## config.mk

```make
export PLATFORM = sky130hd
export DESIGN_NAME = atm_session_ctrl
export DESIGN_NICKNAME = d
export VERILOG_FILES = /design/src/rtl/atm_session_ctrl.sv
export SDC_FILE = /design/constraint.sdc
export NUM_CORES = 1
export LEC_CHECK = 0
export CORE_MARGIN = 2
export CORE_UTILIZATION = 42
export CTS_CLUSTER_SIZE = 20
export DETAILED_ROUTE_END_ITERATION = 10
export PLACE_DENSITY = 0.79
export SLEW_MARGIN = 20
export SYNTH_ARGS = -nofsm -noshare
export SYNTH_HDL_FRONTEND = slang
export SYNTH_SLANG_ARGS = --single-unit
export TNS_END_PERCENT = 1
```

## constraint.sdc

```tcl
create_clock -name clk -period 2.75 [get_ports clk]
set_clock_uncertainty 0.2 [all_clocks]
set_input_delay 0.4125 -clock clk [delete_from_list [all_inputs] [get_ports clk]]
set_output_delay 0.4125 -clock clk [all_outputs]
set_load 0.01 [all_outputs]
```

## src/rtl/atm_session_ctrl.sv

```systemverilog
// ATM session sequencer: card/PIN handling, ledger command dispatch and status reporting.
// Optional idle timeout in PIN/MENU/NEXT is enabled by defining TIMEOUT_EN.
module atm_session_ctrl #(
    parameter int PIN_W       = 4,
    parameter int AMT_W       = 7,
    parameter int BAL_W       = 32,
    parameter int MAX_TRIES   = 3,
    parameter int TIMEOUT_CYC = 1000
) (
    input  logic             clk,
    input  logic             reset,
    input  logic             cardIn,
    input  logic             ejectCard,
    input  logic             pin_valid,
    input  logic [PIN_W-1:0] password,
    input  logic [PIN_W-1:0] pin_ref,
    input  logic             op_valid,
    input  logic [1:0]       opCode,
    input  logic [AMT_W-1:0] inputAmount,
    input  logic             moneyDeposited,
    input  logic             Another_Operation,
    output logic             ledger_req,
    output logic [1:0]       ledger_op,
    output logic [AMT_W-1:0] ledger_amt,
    input  logic             ledger_ack,
    input  logic             ledger_ok,
    input  logic [BAL_W-1:0] ledger_bal,
    output logic             correctPassword,
    output logic [BAL_W-1:0] Current_Balance,
    output logic             Balance_Shown,
    output logic             Deposited_Successfully,
    output logic             Withdrawed_Successfully,
    output logic             op_reject,
    output logic             ATM_Usage_Finished,
    output logic             card_retained
);

    localparam int TRY_W = $clog2(MAX_TRIES + 1);

    typedef enum logic [2:0] {
        S_IDLE   = 3'd0,
        S_PIN    = 3'd1,
        S_MENU   = 3'd2,
        S_EXEC   = 3'd3,
        S_NEXT   = 3'd4,
        S_DONE   = 3'd5,
        S_LOCKED = 3'd6
    } state_t;

    state_t           state_r, state_s;
    logic [TRY_W-1:0] tries_r, tries_s;
    logic             eject_pend_r, eject_pend_s;
    logic             card_gone_r, card_gone_s;
    logic             req_s, bal_load_s;
    logic [1:0]       op_s;
    logic [AMT_W-1:0] amt_s;
    logic             shown_s, dep_s, wd_s, rej_s;
    logic             timeout_s;
    logic             waiting_s;

    assign waiting_s = (state_r == S_PIN) || (state_r == S_MENU) || (state_r == S_NEXT);

`ifdef TIMEOUT_EN
    localparam int TMO_W = $clog2(TIMEOUT_CYC + 1);
    logic [TMO_W-1:0] tmo_cnt_r;

    // Idle counter: restarts on any state change or user strobe, frozen outside wait states
    always_ff @(posedge clk or posedge reset) begin
        if (reset) begin
            tmo_cnt_r <= {TMO_W{1'b0}};
        end else if ((state_s != state_r) || pin_valid || op_valid) begin
            tmo_cnt_r <= {TMO_W{1'b0}};
        end else if (waiting_s && !timeout_s) begin
            tmo_cnt_r <= tmo_cnt_r + {{(TMO_W-1){1'b0}}, 1'b1};
        end else begin
            tmo_cnt_r <= tmo_cnt_r;
        end
    end

    assign timeout_s = waiting_s && (tmo_cnt_r == TMO_W'(TIMEOUT_CYC - 1));
`else
    assign timeout_s = 1'b0;
`endif

    // Next-state and next-output decode
    always_comb begin
        state_s      = state_r;
        tries_s      = tries_r;
        eject_pend_s = eject_pend_r;
        card_gone_s  = card_gone_r;
        req_s        = 1'b0;
        op_s         = ledger_op;
        amt_s        = ledger_amt;
        bal_load_s   = 1'b0;
        shown_s      = 1'b0;
        dep_s        = 1'b0;
        wd_s         = 1'b0;
        rej_s        = 1'b0;
        case (state_r)
            S_IDLE: begin
                if (cardIn) begin
                    state_s = S_PIN;
                    tries_s = {TRY_W{1'b0}};
                end else begin
                    state_s = S_IDLE;
                end
            end
            S_PIN: begin
                if (!cardIn) begin
                    state_s = S_IDLE;
                end else if (ejectCard) begin
                    state_s = S_DONE;
                end else if (pin_valid) begin
                    if (password == pin_ref) begin
                        state_s = S_MENU;
                    end else if (tries_r >= TRY_W'(MAX_TRIES - 1)) begin
                        tries_s = TRY_W'(MAX_TRIES);
                        state_s = S_LOCKED;
                    end else begin
                        tries_s = tries_r + {{(TRY_W-1){1'b0}}, 1'b1};
                    end
                end else if (timeout_s) begin
                    state_s = S_DONE;
                end else begin
                    state_s = S_PIN;
                end
            end
            S_MENU: begin
                if (!cardIn) begin
                    state_s = S_IDLE;
                end else if (ejectCard) begin
                    state_s = S_DONE;
                end else if (op_valid) begin
                    case (opCode)
                        2'b11: state_s = S_DONE;
                        2'b00: begin
                            state_s = S_EXEC;
                            req_s   = 1'b1;
                            op_s    = 2'b00;
                            amt_s   = {AMT_W{1'b0}};
                        end
                        2'b01: begin
                            if (moneyDeposited && (inputAmount != {AMT_W{1'b0}})) begin
                                state_s = S_EXEC;
                                req_s   = 1'b1;
                                op_s    = 2'b01;
                                amt_s   = inputAmount;
                            end else begin
                                rej_s = 1'b1;
                            end
                        end
                        2'b10: begin
                            if (inputAmount != {AMT_W{1'b0}}) begin
                                state_s = S_EXEC;
                                req_s   = 1'b1;
                                op_s    = 2'b10;
                                amt_s   = inputAmount;
                            end else begin
                                rej_s = 1'b1;
                            end
                        end
                        default: rej_s = 1'b1;
                    endcase
                    eject_pend_s = 1'b0;
                    card_gone_s  = 1'b0;
                end else if (timeout_s) begin
                    state_s = S_DONE;
                end else begin
                    state_s = S_MENU;
                end
            end
            S_EXEC: begin
                // Exit requests are remembered and honoured once the ledger answers
                eject_pend_s = eject_pend_r | ejectCard;
                card_gone_s  = card_gone_r | !cardIn;
                if (ledger_ack) begin
                    bal_load_s = 1'b1;
                    case (ledger_op)
                        2'b00:   shown_s = 1'b1;
                        2'b01:   dep_s   = 1'b1;
                        2'b10: begin
                            if (ledger_ok) begin
                                wd_s = 1'b1;
                            end else begin
                                rej_s = 1'b1;
                            end
                        end
                        default: rej_s = 1'b1;
                    endcase
                    if (card_gone_s) begin
                        state_s = S_IDLE;
                    end else if (eject_pend_s) begin
                        state_s = S_DONE;
                    end else begin
                        state_s = S_NEXT;
                    end
                end else begin
                    req_s = 1'b1;
                end
            end
            S_NEXT: begin
                if (!cardIn) begin
                    state_s = S_IDLE;
                end else if (ejectCard) begin
                    state_s = S_DONE;
                end else if (op_valid) begin
                    state_s = Another_Operation ? S_MENU : S_DONE;
                end else if (timeout_s) begin
                    state_s = S_DONE;
                end else begin
                    state_s = S_NEXT;
                end
            end
            S_DONE: begin
                state_s = cardIn ? S_DONE : S_IDLE;
            end
            S_LOCKED: begin
                state_s = S_LOCKED;
            end
            default: begin
                state_s = S_IDLE;
            end
        endcase
    end

    // State and registered outputs
    always_ff @(posedge clk or posedge reset) begin
        if (reset) begin
            state_r                 <= S_IDLE;
            tries_r                 <= {TRY_W{1'b0}};
            eject_pend_r            <= 1'b0;
            card_gone_r             <= 1'b0;
            ledger_req              <= 1'b0;
            ledger_op               <= 2'b00;
            ledger_amt              <= {AMT_W{1'b0}};
            correctPassword         <= 1'b0;
            Current_Balance         <= {BAL_W{1'b0}};
            Balance_Shown           <= 1'b0;
            Deposited_Successfully  <= 1'b0;
            Withdrawed_Successfully <= 1'b0;
            op_reject               <= 1'b0;
            ATM_Usage_Finished      <= 1'b0;
            card_retained           <= 1'b0;
        end else begin
            state_r                 <= state_s;
            tries_r                 <= tries_s;
            eject_pend_r            <= eject_pend_s;
            card_gone_r             <= card_gone_s;
            ledger_req              <= req_s;
            ledger_op               <= op_s;
            ledger_amt              <= amt_s;
            correctPassword         <= (state_s == S_MENU) || (state_s == S_EXEC) || (state_s == S_NEXT);
            Current_Balance         <= bal_load_s ? ledger_bal : Current_Balance;
            Balance_Shown           <= shown_s;
            Deposited_Successfully  <= dep_s;
            Withdrawed_Successfully <= wd_s;
            op_reject               <= rej_s;
            ATM_Usage_Finished      <= (state_s == S_DONE) && (state_r != S_DONE);
            card_retained           <= (state_s == S_LOCKED);
        end
    end

endmodule
```

### After elaboration in Yosys (flattened, before gate mapping)

Index checks and enable logic that the tools add are counted.
Widths: inputs -> output; s select.

| storage, ports and cells | value |
|---|---|
| register bits after elaboration | 56 |
| latch bits | 0 |
| RAM bits | 0 |
| ROM bits | 0 |
| input port bits | 59 |
| output and inout bits | 49 |
| logic and storage cells | 133 |
| memories kept | 0 |

| cells by class | value |
|---|---|
| add/sub/neg operators | 1 |
| $mul | 0 |
| div/mod/pow operators | 0 |
| magnitude comparators | 1 |
| equality and inequality tests | 28 |
| shift-type cells | 0 |
| muxes and demuxes | 69 |
| bitwise logic cells | 3 |
| reductions and logical operators | 16 |

Operator list:

| cell | count |
|---|---|
| $mux 3 | 17 |
| $mux 1 | 30 |
| $pmux 3 s7 | 1 |
| $pmux 7 s3 | 1 |
| $ne 2x2->1 const B | 10 |
| $eq 3x3->1 const B | 6 |
| $mux 2 | 8 |
| $mux 7 | 2 |
| $eq 3x2->1 const B | 4 |
| $pmux 1 s2 | 6 |
| $pmux 3 s4 | 1 |
| $reduce_and 7->1 | 1 |
| $reduce_bool 7->1 | 1 |
| $eq 2x2->1 const B | 3 |
| $pmux 2 s3 | 1 |
| $reduce_and 6->1 | 1 |
| $eq 2x1->1 const B | 2 |
| $eq 4x4->1 | 1 |
| $logic_not 2->1 | 2 |
| $pmux 2 s2 | 1 |
| $reduce_and 4->1 | 1 |
| $reduce_bool 2->1 | 2 |
| $eq 3x1->1 const B | 1 |
| $logic_not 3->1 | 1 |
| other kinds (11) | 14 |

### Logic depth before layout (Yosys ltp)

| logic depth | value |
|---|---|
| depth in word-level cells | 11 |
| mapped depth | 8 |
| gate-level depth less buffers | 8 |

### Worst setup path before layout

No wires, ideal clock.

| timing | value |
|---|---|
| path type | input to register |
| from | input port opCode[0] |
| to | register correctPassword |
| arrival time | 1.817 ns |
| required time | 2.471 ns |
| setup slack | 0.653 ns |
| stages on the path | 8 |
| path buffers | 0 |
| cells stage by stage | inv_1 > ha_1 > a21oi_1 > a21oi_2 > o311a_1 > or4_4 > nand2b_4 > mux2i_1 |

| between the ends | value |
|---|---|
| longest elaborated chain between the ends | 9 |
| elaborated cells between the ends (all ways) | 14 |
| classes of those cells | eq/ne (6); mux (5); reduce/logical (3) |

RTL lines:

| item | line | RTL |
|---|---|---|
| from (decl) | 18 | `input logic [1:0] opCode,` |
| $eq 2x2->1, or another cell as far along | 134 | `case (opCode)` |
| $pmux 3 s4 * | 134 |  |
| $mux 3 * | 133 | `end else if (op_valid) begin` |
| $mux 3 * | 131 | `end else if (ejectCard) begin` |
| $mux 3 * | 129 | `if (!cardIn) begin` |
| $pmux 3 s7 * | 99 | `case (state_r)` |
| via state_s[0] | 50 | `state_t state_r, state_s;` |
| $eq 3x2->1 | 252 | `correctPassword <= (state_s == S_MENU) \|\| (state_s == S_EXEC) \|\| (state_s == S_NEXT);` |
| $logic_or 1x1->1 | 252 |  |
| $logic_or 1x1->1 * | 252 |  |
| to (signal assigned) | 252 |  |
| to (decl) | 28 | `output logic correctPassword,` |

Mark *: on every way through the listed nets, which the timed path passes. The rest lies on a longest branch.
A chain may end at the register's enable or synchronous reset.

### Worst setup path in the final report

Same ends and word-level chain as after synthesis.

==> results_dict.tcl <==
set metrics [dict create \
    status "finished clean" \
    h-tree-depth 2 \
    final_cell_mix "107 x clkdlybuf4s50_1, 56 x dfrtp_1, 27 x mux2_1" \
    layout.nets 390 \
    synth_warnings 0 \
    synth_area_um2 2530 \
    path_buf_inv 2 \
    antenna_cells 0 \
    hp-class "flop to flop" \
    rsz0062_at_grt "no" \
    fmax_mhz 416 \
    cts_hold_repair.buffers 0 \
    crit_type "primary input to flop" \
    cts.path.max_buffers 2 \
    synth_area_leaders "dfrtp_1 55%, mux2_1 12%, nand2_1 3.7%" \
    routed_wl_um 5510 \
    grt_pass1_vias 1851 \
    final_cell_area_um2 3830 \
    cts_resized 0 \
    num-fill-cells 476 \
    hold_depth 2 \
    holdWs_ps 291 \
    p_int_mw 1.80 \
    critPathMaxFanout 3 \
    cp-end-kind "flop" \
    area_delta_synth_final_pct 51.6 \
    slew_headroom_pct 54.0 \
    crit_cells 9 \
    netSwitchingFraction_pct 27.6 \
    worstRegToRegCells 5 \
    drtPass1Iterations 4 \
    root_buffer "clkbuf_8" \
    wl_per_cell_um 13.7 \
    pwr-share-clk_pct 20.1 \
    grt_overflow 0 \
    die_area_um2 6660 \
    syn-num-nets 276 \
    synth_seq_area_share_pct 55.4 \
    p_seq_share_pct 46.0 \
    crit_required_ps 2770 \
    vias 2001 \
    p_leak_nw 1.71 \
    coreArea_um2 5890 \
    via_per_inst 4.99 \
    tns_ps 0 \
    clkSinkCount 56 \
    crit_path_cell_trace "clkdlybuf4s50_1 -> inv_1 -> ha_1 -> a21oi_1 -> a21oi_2 -> o311a_1 -> or4_4 -> nand2b_4 -> mux2i_1" \
    die_h_um 81.6 \
    clk_latency_ps 300 \
    path_delay_family "simple AND/OR/NAND/NOR gates" \
    post-cts-setup-buffers 0 \
    final_max_slew_viol_count 0 \
    grtUsageTotal_pct 16.6 \
    hpwl_um 4180 \
    synth_top_area_share_pct 55.4 \
    combPwrFrac_pct 33.9 \
    yosys.area.top_type "dfrtp_1" \
    finalCritPeriodShare_pct 87.4 \
    gp_congestion 0.791 \
    p_sw_mw 0.686 \
    final-setup-viol-count 0 \
    grt_pass1_wl_um 8530 \
    final_util_pct 65.1 \
    hold_viol_final 0 \
    antenna_found_initial 0 \
    portBuffers 107 \
    dpl_cell_area_um2 3730 \
    initialDrtViolationCount 67 \
    period_needed_ps 2400 \
    yosysUniqueCellTypes 43 \
    ioPinCount 108 \
    drive_gt1_share_pct 9.20 \
    peakVddDrop_mv 0.342 \
    power_density_nw_per_um2 648 \
    start_util_pct 43.0 \
    grt_max_degree 57 \
    cts_tree "done" \
    cp.arrival_ps 2430 \
    cap_violations 0 \
    clk_pin_slew_worst_paths_ps 90 \
    drtAntennaViolNets 0 \
    rows 28 \
    postSynthAreaPerCell_um2 11.9 \
    synth_seq_cells 56 \
    worstSetupStartpointType "primary input" \
    synth_cells 213 \
    cts_inserted_buffers 5 \
    route.detailed.drc 0 \
    slowest_stage "clkdlybuf4s50_1" \
    worstMarginPinSlew_ps 690 \
    layout_commonest_cell "clkdlybuf4s50_1" \
    slowest_delay_ps 500 \
    dieWidth_um 81.6 \
    finalPower_mw 2.48 \
]
## sequential cells by signal, summed over array words and instances, names as in the netlist, 2 cells and up
| signal | flops |
|---|---|
| ledger_op | 2 |
| state_r | 3 |
| ledger_amt | 7 |
| Current_Balance | 32 |
| tries_r | 2 |
## cell usage after synthesis
cell type / number
nor4_4: 1
o31ai_1: 1
o32a_1: 1
buf_2: 2
nand3b_1: 1
nand2_1: 25
a21oi_2: 2
ha_1: 4
nand2b_4: 1
nor3b_1: 1
clkbuf_1: 3
xor2_1: 4
buf_1: 2
dfrtp_1: 56
mux2i_1: 1
a21bo_1: 1
nor4bb_1: 1
nor2b_1: 6
nand3_1: 3
o21ai_1: 8
mux2_1: 27
o32ai_1: 1
and3_1: 2
o21ai_0: 7
a21oi_1: 5
o41ai_1: 2
a32o_1: 1
nor3_1: 3
nor4_1: 1
inv_1: 9
nor2_1: 6
and4bb_2: 1
a21boi_0: 1
mux2_2: 6
o2bb2ai_1: 1
o211ai_1: 3
or4_4: 1
nor4_2: 1
o311a_1: 1
a31o_2: 1
a31oi_1: 4
nand2b_1: 4
nor3_2: 1
## worst min-delay path: stages (launching register included)
cell and delay, ps:
dfrtp_1 350, nand2_1 50, o21ai_1 60
## kinds of logic after synthesis
group | synth area share (%)
AND/OR/NAND/NOR | 13.2
adder cells (fa/ha/maj) | 1.98
buffers and inverters | 2.47
flip-flops | 55.4
AO/OA/AOI/OAI | 10.4
XOR/XNOR | 1.39
multiplexers | 15.1
## metrics by stage
step                setup slack, ps  instances
floorplan                       653        213
global placement               68.9        395
detailed placement             28.6        395
CTS                             335        401
global route                    246        401
finish                          347        401
## worst paths after layout
check	start	end	slack, ps
hold reg to reg	ledger_amt[1]	ledger_amt[1]	290
setup reg to reg	state_r[0]	ATM_Usage_Finished	640
hold / removal	ledger_amt[1]	ledger_amt[1]	290
setup / recovery	opCode[0]	correctPassword	350
max in group asynchronous	reset	card_retained	1470
min in group asynchronous	reset	Current_Balance[25]	440
## layout make-up
type | count | area [um2] | area share (%)
clock inverters | 1 | 30.0 | 0.783
well taps | 75 | 93.8 | 2.45
clock buffers | 5 | 68.8 | 1.80
flip-flops and latches | 56 | 1400 | 36.6
inverters | 9 | 33.8 | 0.881
multi-input cells | 141 | 1070 | 27.9
repair buffers | 114 | 1140 | 29.6
## routing by layer
| layer | global-route usage, % | routed length [um] | up-vias |
|---|---|---|---|
| met5 | 0 | 0 | - |
| met4 | 4.50 | 61 | 0 |
| met3 | 3.96 | 469 | 6 |
| met2 | 28.4 | 2570 | 80 |
| met1 | 21.0 | 2400 | 937 |
| li1 | - | - | 978 |
## power by group through the flow
stage                     logic [mW]  clock network, mW  registers [mW]
after floorplan                0.294                  0            1.21
after global placement         0.830                  0            1.15
after detailed placement       0.854                  0            1.16
after CTS                      0.855              0.515            1.14
after global routing           0.918              0.548            1.17
final                          0.843              0.499            1.14
(Power assumes the default switching activity.)
==> RTL change 1: new RTL, same settings <==
`PIN_W`: 4 -> 6.
--- a/src/rtl/atm_session_ctrl.sv
+++ b/src/rtl/atm_session_ctrl.sv
@@ -1,7 +1,7 @@
 // ATM session sequencer: card/PIN handling, ledger command dispatch and status reporting.
 // Optional idle timeout in PIN/MENU/NEXT is enabled by defining TIMEOUT_EN.
 module atm_session_ctrl #(
-    parameter int PIN_W       = 4,
+    parameter int PIN_W       = 6,
     parameter int AMT_W       = 7,
     parameter int BAL_W       = 32,
     parameter int MAX_TRIES   = 3,
Ports: changed (resized password and pin_ref); port bits go from 108 to 112. The function was not compared with the original's and may differ.
==> RTL change 1 against the original RTL <==
- sequential cell count stayed put
- power is 14% higher
- count of clock-buffer cells in the layout stayed put
- sequential share of layout area is 1.0 points lower
- design area is 2.9% higher
- setup slack worse by 59 ps
- area after synthesis is 3.4% higher
- sequential power is 8% higher
- wire length is 7.9% higher
==> RTL change 1: results (changes against the original RTL) <==
- Leakage power: 1.74 nW (was 1.71 nW)
- Worst slack at placement: -47.1 ps (was 28.6 ps)
- Global-route wire length before repair: 10500 um (was 8530 um)
- Rel. slew slack: 69.7% (was 54.0%)
- Area post-placement: 3830 um^2 (was 3730 um^2)
- Number of global-route vias before repair: 2196 (was 1851)
- Gr usage total: 18.5% (was 16.6%)
- Wire length on met3: 420 um (was 469 um)
- Post-Place Cells: 415 (was 395)
- Hold slack: 215 ps (was 291 ps)
- Worst-Skew Late Latency: 300 ps (about the same)
- Synth top area cells: dfrtp_1, mux2_2, nand2_1 (was dfrtp_1, mux2_1, nand2_1)
- Non-Filler Instances: 423 (was 401)
- Num CTS Buffers: 5 (unchanged)
- Worst Hold Class: input port to asynchronous set/reset pin (was flip-flop to flip-flop)
- R2r endpoint: correctPassword$_DFF_PP0_ (was ATM_Usage_Finished$_DFF_PP0_)
- Largest net degree at the start of global routing: 37 (was 57)
- Met1 wire length: 2700 um (was 2400 um)
- Port buffer count: 111 (was 107)
- Final Wtd Congestion: 0.858 (was 0.791)
- Iter 0 DRT Violations: 55 (was 67)
- # fillers: 466 (was 476)
- Post-synth ARST share: 100% (unchanged)
- H-tree levels: 2 (unchanged)
- Compound-Gate Fraction of Synth Area: 11.1% (was 10.4%)
- Setup Buffers After CTS: 0 (unchanged)
- Layout cell share with drive strength beyond 1: 18.4% (was 9.20%)
- Xor/xnor share of the synthesized area: 2.01% (was 1.39%)
- Max FO, Critical Path: 4 (was 3)
- Post-DP HPWL: 4590 um (was 4180 um)
- Syn Nets: 294 (was 276)
- Fin crit period: 2460 ps (was 2400 ps)
- Max VDD drop: 0.441 mV (was 0.342 mV)
- Routed wl met2: 2770 um (was 2570 um)
- Met3 GRT Util: 4.47% (was 3.96%)
- Yosys warning count: 0 (unchanged)
- WL/cell: 14.0 um (was 13.7 um)
- Worst reg2reg path depth: 6 (was 5)
- R2r startpoint: state_r[0]$_DFF_PP0_ (unchanged)
- Commonest cells post-synth: dfrtp_1, mux2_2, nand2_1 (was dfrtp_1, mux2_1, nand2_1)
- Vias: 2179 (was 2001)
- Mux cell area share after synthesis: 14.6% (was 15.1%)
- Fin nets: 414 (was 390)
- CP Class: input port to flip-flop (unchanged)
- CP arrival: 2460 ps (was 2430 ps)
- Sequential area share after synthesis: 53.6% (was 55.4%)
- Grt met2 use: 29.8% (was 28.4%)
- Post-Synth Adder-Cell Area: 1.91% (was 1.98%)
- FF-to-FF setup slack: 480 ps (was 640 ps)
- GR Util met1: 24.8% (was 21.0%)
- Antenna diodes: 0 (unchanged)
- Status: finished clean (unchanged)
- Unique masters post-synth: 44 (was 43)
- Mean post-synth cell area: 11.5 um^2 (was 11.9 um^2)
- Max Root-Sink Buffers: 2 (unchanged)
==> RTL change 1: cell count changes in the layout (fill, tap and decap cells not counted), moves of 6 or more <==
cell,change
xnor2_1,+6
o21ai_1,-8
buf_4,+6
o21ai_0,+7
mux2_1,-27
mux2_2,+28
==> RTL change 1: worst max-delay path, stage by stage <==
cell and delay [ps]:
clkdlybuf4s50_1 480, inv_1 60, ha_1 200, or4_1 390, o21a_1 230, o2111ai_1 210, o211ai_1 170, mux2_2 300
==> RTL change 1: final cells by class <==
class / instances / area [um^2] / share of cell area [%]
timing repair buffer: 123 / 1200 / 30.5
tap: 75 / 93.8 / 2.38
inverter: 10 / 37.5 / 0.952
multi-input combinational: 151 / 1100 / 27.9
clock buffer: 5 / 68.8 / 1.74
clock inverter: 3 / 42.5 / 1.08
sequential: 56 / 1400 / 35.5
==> RTL change 1: report_power, final <==
group,switching (mW),internal [mW]
Combinational,0.390,0.678
Clock,0.255,0.270
Sequential,0.163,1.07
Total,0.808,2.02
==> RTL change 2: new RTL, same settings <==
Made on the original files. Encoding of `state_t`: now one-hot (7 bits for 7 states).
--- a/src/rtl/atm_session_ctrl.sv
+++ b/src/rtl/atm_session_ctrl.sv
@@ -37,14 +37,14 @@
 
     localparam int TRY_W = $clog2(MAX_TRIES + 1);
 
-    typedef enum logic [2:0] {
-        S_IDLE   = 3'd0,
-        S_PIN    = 3'd1,
-        S_MENU   = 3'd2,
-        S_EXEC   = 3'd3,
-        S_NEXT   = 3'd4,
-        S_DONE   = 3'd5,
-        S_LOCKED = 3'd6
+    typedef enum logic [6:0] {
+        S_IDLE   = 7'b0000001,
+        S_PIN    = 7'b0000010,
+        S_MENU   = 7'b0000100,
+        S_EXEC   = 7'b0001000,
+        S_NEXT   = 7'b0010000,
+        S_DONE   = 7'b0100000,
+        S_LOCKED = 7'b1000000
     } state_t;
 
     state_t           state_r, state_s;
Function: same outputs for any inputs over 4 cycles, from zero or initial values and one cycle with reset high; so few cycles prove little.
==> RTL change 2 against the original RTL <==
- maximum frequency rose by 2.2%
- sequential cell count up 4
- sequential share of layout area down 1.8 points
- via count is 31% higher
- wire length grew 30%
- highest routed layer unchanged
- critical path depth decreased by 4
- critical endpoint unchanged
- design area is 13% higher
- non-clock buffer count increased by 2
- setup slack improved by 51 ps
- area after synthesis up 16%
Power is not compared: it rests on default switching activity, and its combinational part moved more than twofold at a synthesized area within 25%.
==> RTL change 2: results (changes against the original RTL) <==
- Via density: 4.90 (was 4.99)
- Layout cell share with drive strength beyond 1: 7.94% (was 9.20%)
- Area post-placement: 4130 um^2 (was 3730 um^2)
- Gr usage total: 19.4% (was 16.6%)
- Final Cycle Share: 85.5% (was 87.4%)
- Max FO, Critical Path: 14 (was 3)
- Commonest cells post-synth: nand2_1, dfrtp_1, nor2_1, o21ai_0, nor3_1 (was dfrtp_1, mux2_1, nand2_1)
- CP arrival: 2400 ps (was 2430 ps)
- Largest net degree at the start of global routing: 39 (was 57)
- Syn Nets: 388 (was 276)
- Fin nets: 500 (was 390)
- Status: finished clean (unchanged)
- Sequential area share after synthesis: 51.2% (was 55.4%)
- Worst-path clk slew: 70 ps (was 90 ps)
- FF-to-FF setup slack: 400 ps (was 640 ps)
- Rel. slew slack: 66.4% (was 54.0%)
- Vias: 2631 (was 2001)
- Number of global-route vias before repair: 2489 (was 1851)
- Post-DP HPWL: 5350 um (was 4180 um)
- Worst Hold Class: input port to asynchronous set/reset pin (was flip-flop to flip-flop)
- Worst-Skew Late Latency: 330 ps (was 300 ps)
- CP Class: flip-flop to flip-flop (was input port to flip-flop)
- R2r startpoint: state_r[1]$_DFF_PP0_ (was state_r[0]$_DFF_PP0_)
- Worst reg2reg path depth: 5 (unchanged)
- Synth top area cells: dfrtp_1, nand2_1, ha_1 (was dfrtp_1, mux2_1, nand2_1)
- Unique masters post-synth: 51 (was 43)
- End of the critical path: correctPassword$_DFF_PP0_ (unchanged)
- Global-route wire length before repair: 11600 um (was 8530 um)
- WL/cell: 13.3 um (was 13.7 um)
- Initial antenna violation count: 0 (unchanged)
- H-tree levels: 3 (was 2)
- Iter 0 DRT Violations: 104 (was 67)
- Largest regs: Current_Balance (32), ledger_amt (7), state_r (7) (was Current_Balance (32), ledger_amt (7), state_r (3))
==> RTL change 2: how the worst min path moves through the flow <==
| stage | from | end | slack [ps] |
|---|---|---|---|
| final | reset | Current_Balance[29]$_DFFE_PP0P_ | 220 |
| after global routing | reset | Current_Balance[9]$_DFFE_PP0P_ | 250 |
| after CTS | reset | Current_Balance[11]$_DFFE_PP0P_ | 230 |
| after detailed placement | Current_Balance[31]$_DFFE_PP0P_ | Current_Balance[31]$_DFFE_PP0P_ | 260 |
| after global placement | Current_Balance[13]$_DFFE_PP0P_ | Current_Balance[13]$_DFFE_PP0P_ | 260 |
| after floorplan | tries_r[1]$_DFFE_PP0P_ | tries_r[1]$_DFFE_PP0P_ | 260 |
==> RTL change 2: per-stage QoR <==
stage          std cells  total power, mW
2_1_floorplan        324             1.19
3_5_place_dp         521             1.34
5_1_grt              537             2.18
6_report             537             2.07
4_1_cts              537             2.10
3_3_place_gp         521             1.33
==> RTL change 2: final cells by class <==
| cell class | count | area, um^2 |
|---|---|---|
| Tap cell | 96 | 120 |
| Timing Repair Buffer | 116 | 1150 |
| Multi-Input combinational cell | 241 | 1330 |
| Clock buffer | 11 | 131 |
| Fill cell | 583 | 2480 |
| Clock inverter | 5 | 52.6 |
| Inverter | 8 | 30.0 |
| Sequential cell | 60 | 1500 |
==> RTL change 2: layer usage <==
metal / GRT usage [%] / up-vias / routed length (um)
met1: 23.6 / 1231 / 3100
met5: 0 / - / 0
met2: 33.4 / 82 / 3620
met3: 5.37 / 7 / 371
li1: - / 1311 / -
met4: 6.15 / 0 / 58
==> RTL change 2: worst max-delay path: stages, from the launching register on <==
cell and delay, ps:
dfrtp_1 560, or4b_4 640, or2_1 260, a311oi_2 240, a311o_2 160, mux2i_1 190
==> RTL change 2: cell families after synthesis <==
family | count (synthesis) | synth area share, %
AOI/OAI and AO/OA | 49 | 11.2
xor gates and xnor gates | 8 | 2.39
adders and majority gates | 5 | 2.13
buffers and inverters | 23 | 3.50
DFF | 60 | 51.2
muxes | 4 | 1.49
and+or+nand+nor | 175 | 28.1
==> RTL change 2: where the power goes <==
part / total [mW] / leakage [nW] / switching (mW) / internal (mW)
clock network: 0.747 / 0.0931 / 0.333 / 0.414
logic: 0.344 / 1.08 / 0.155 / 0.189
registers: 0.982 / 0.822 / 0.0670 / 0.915
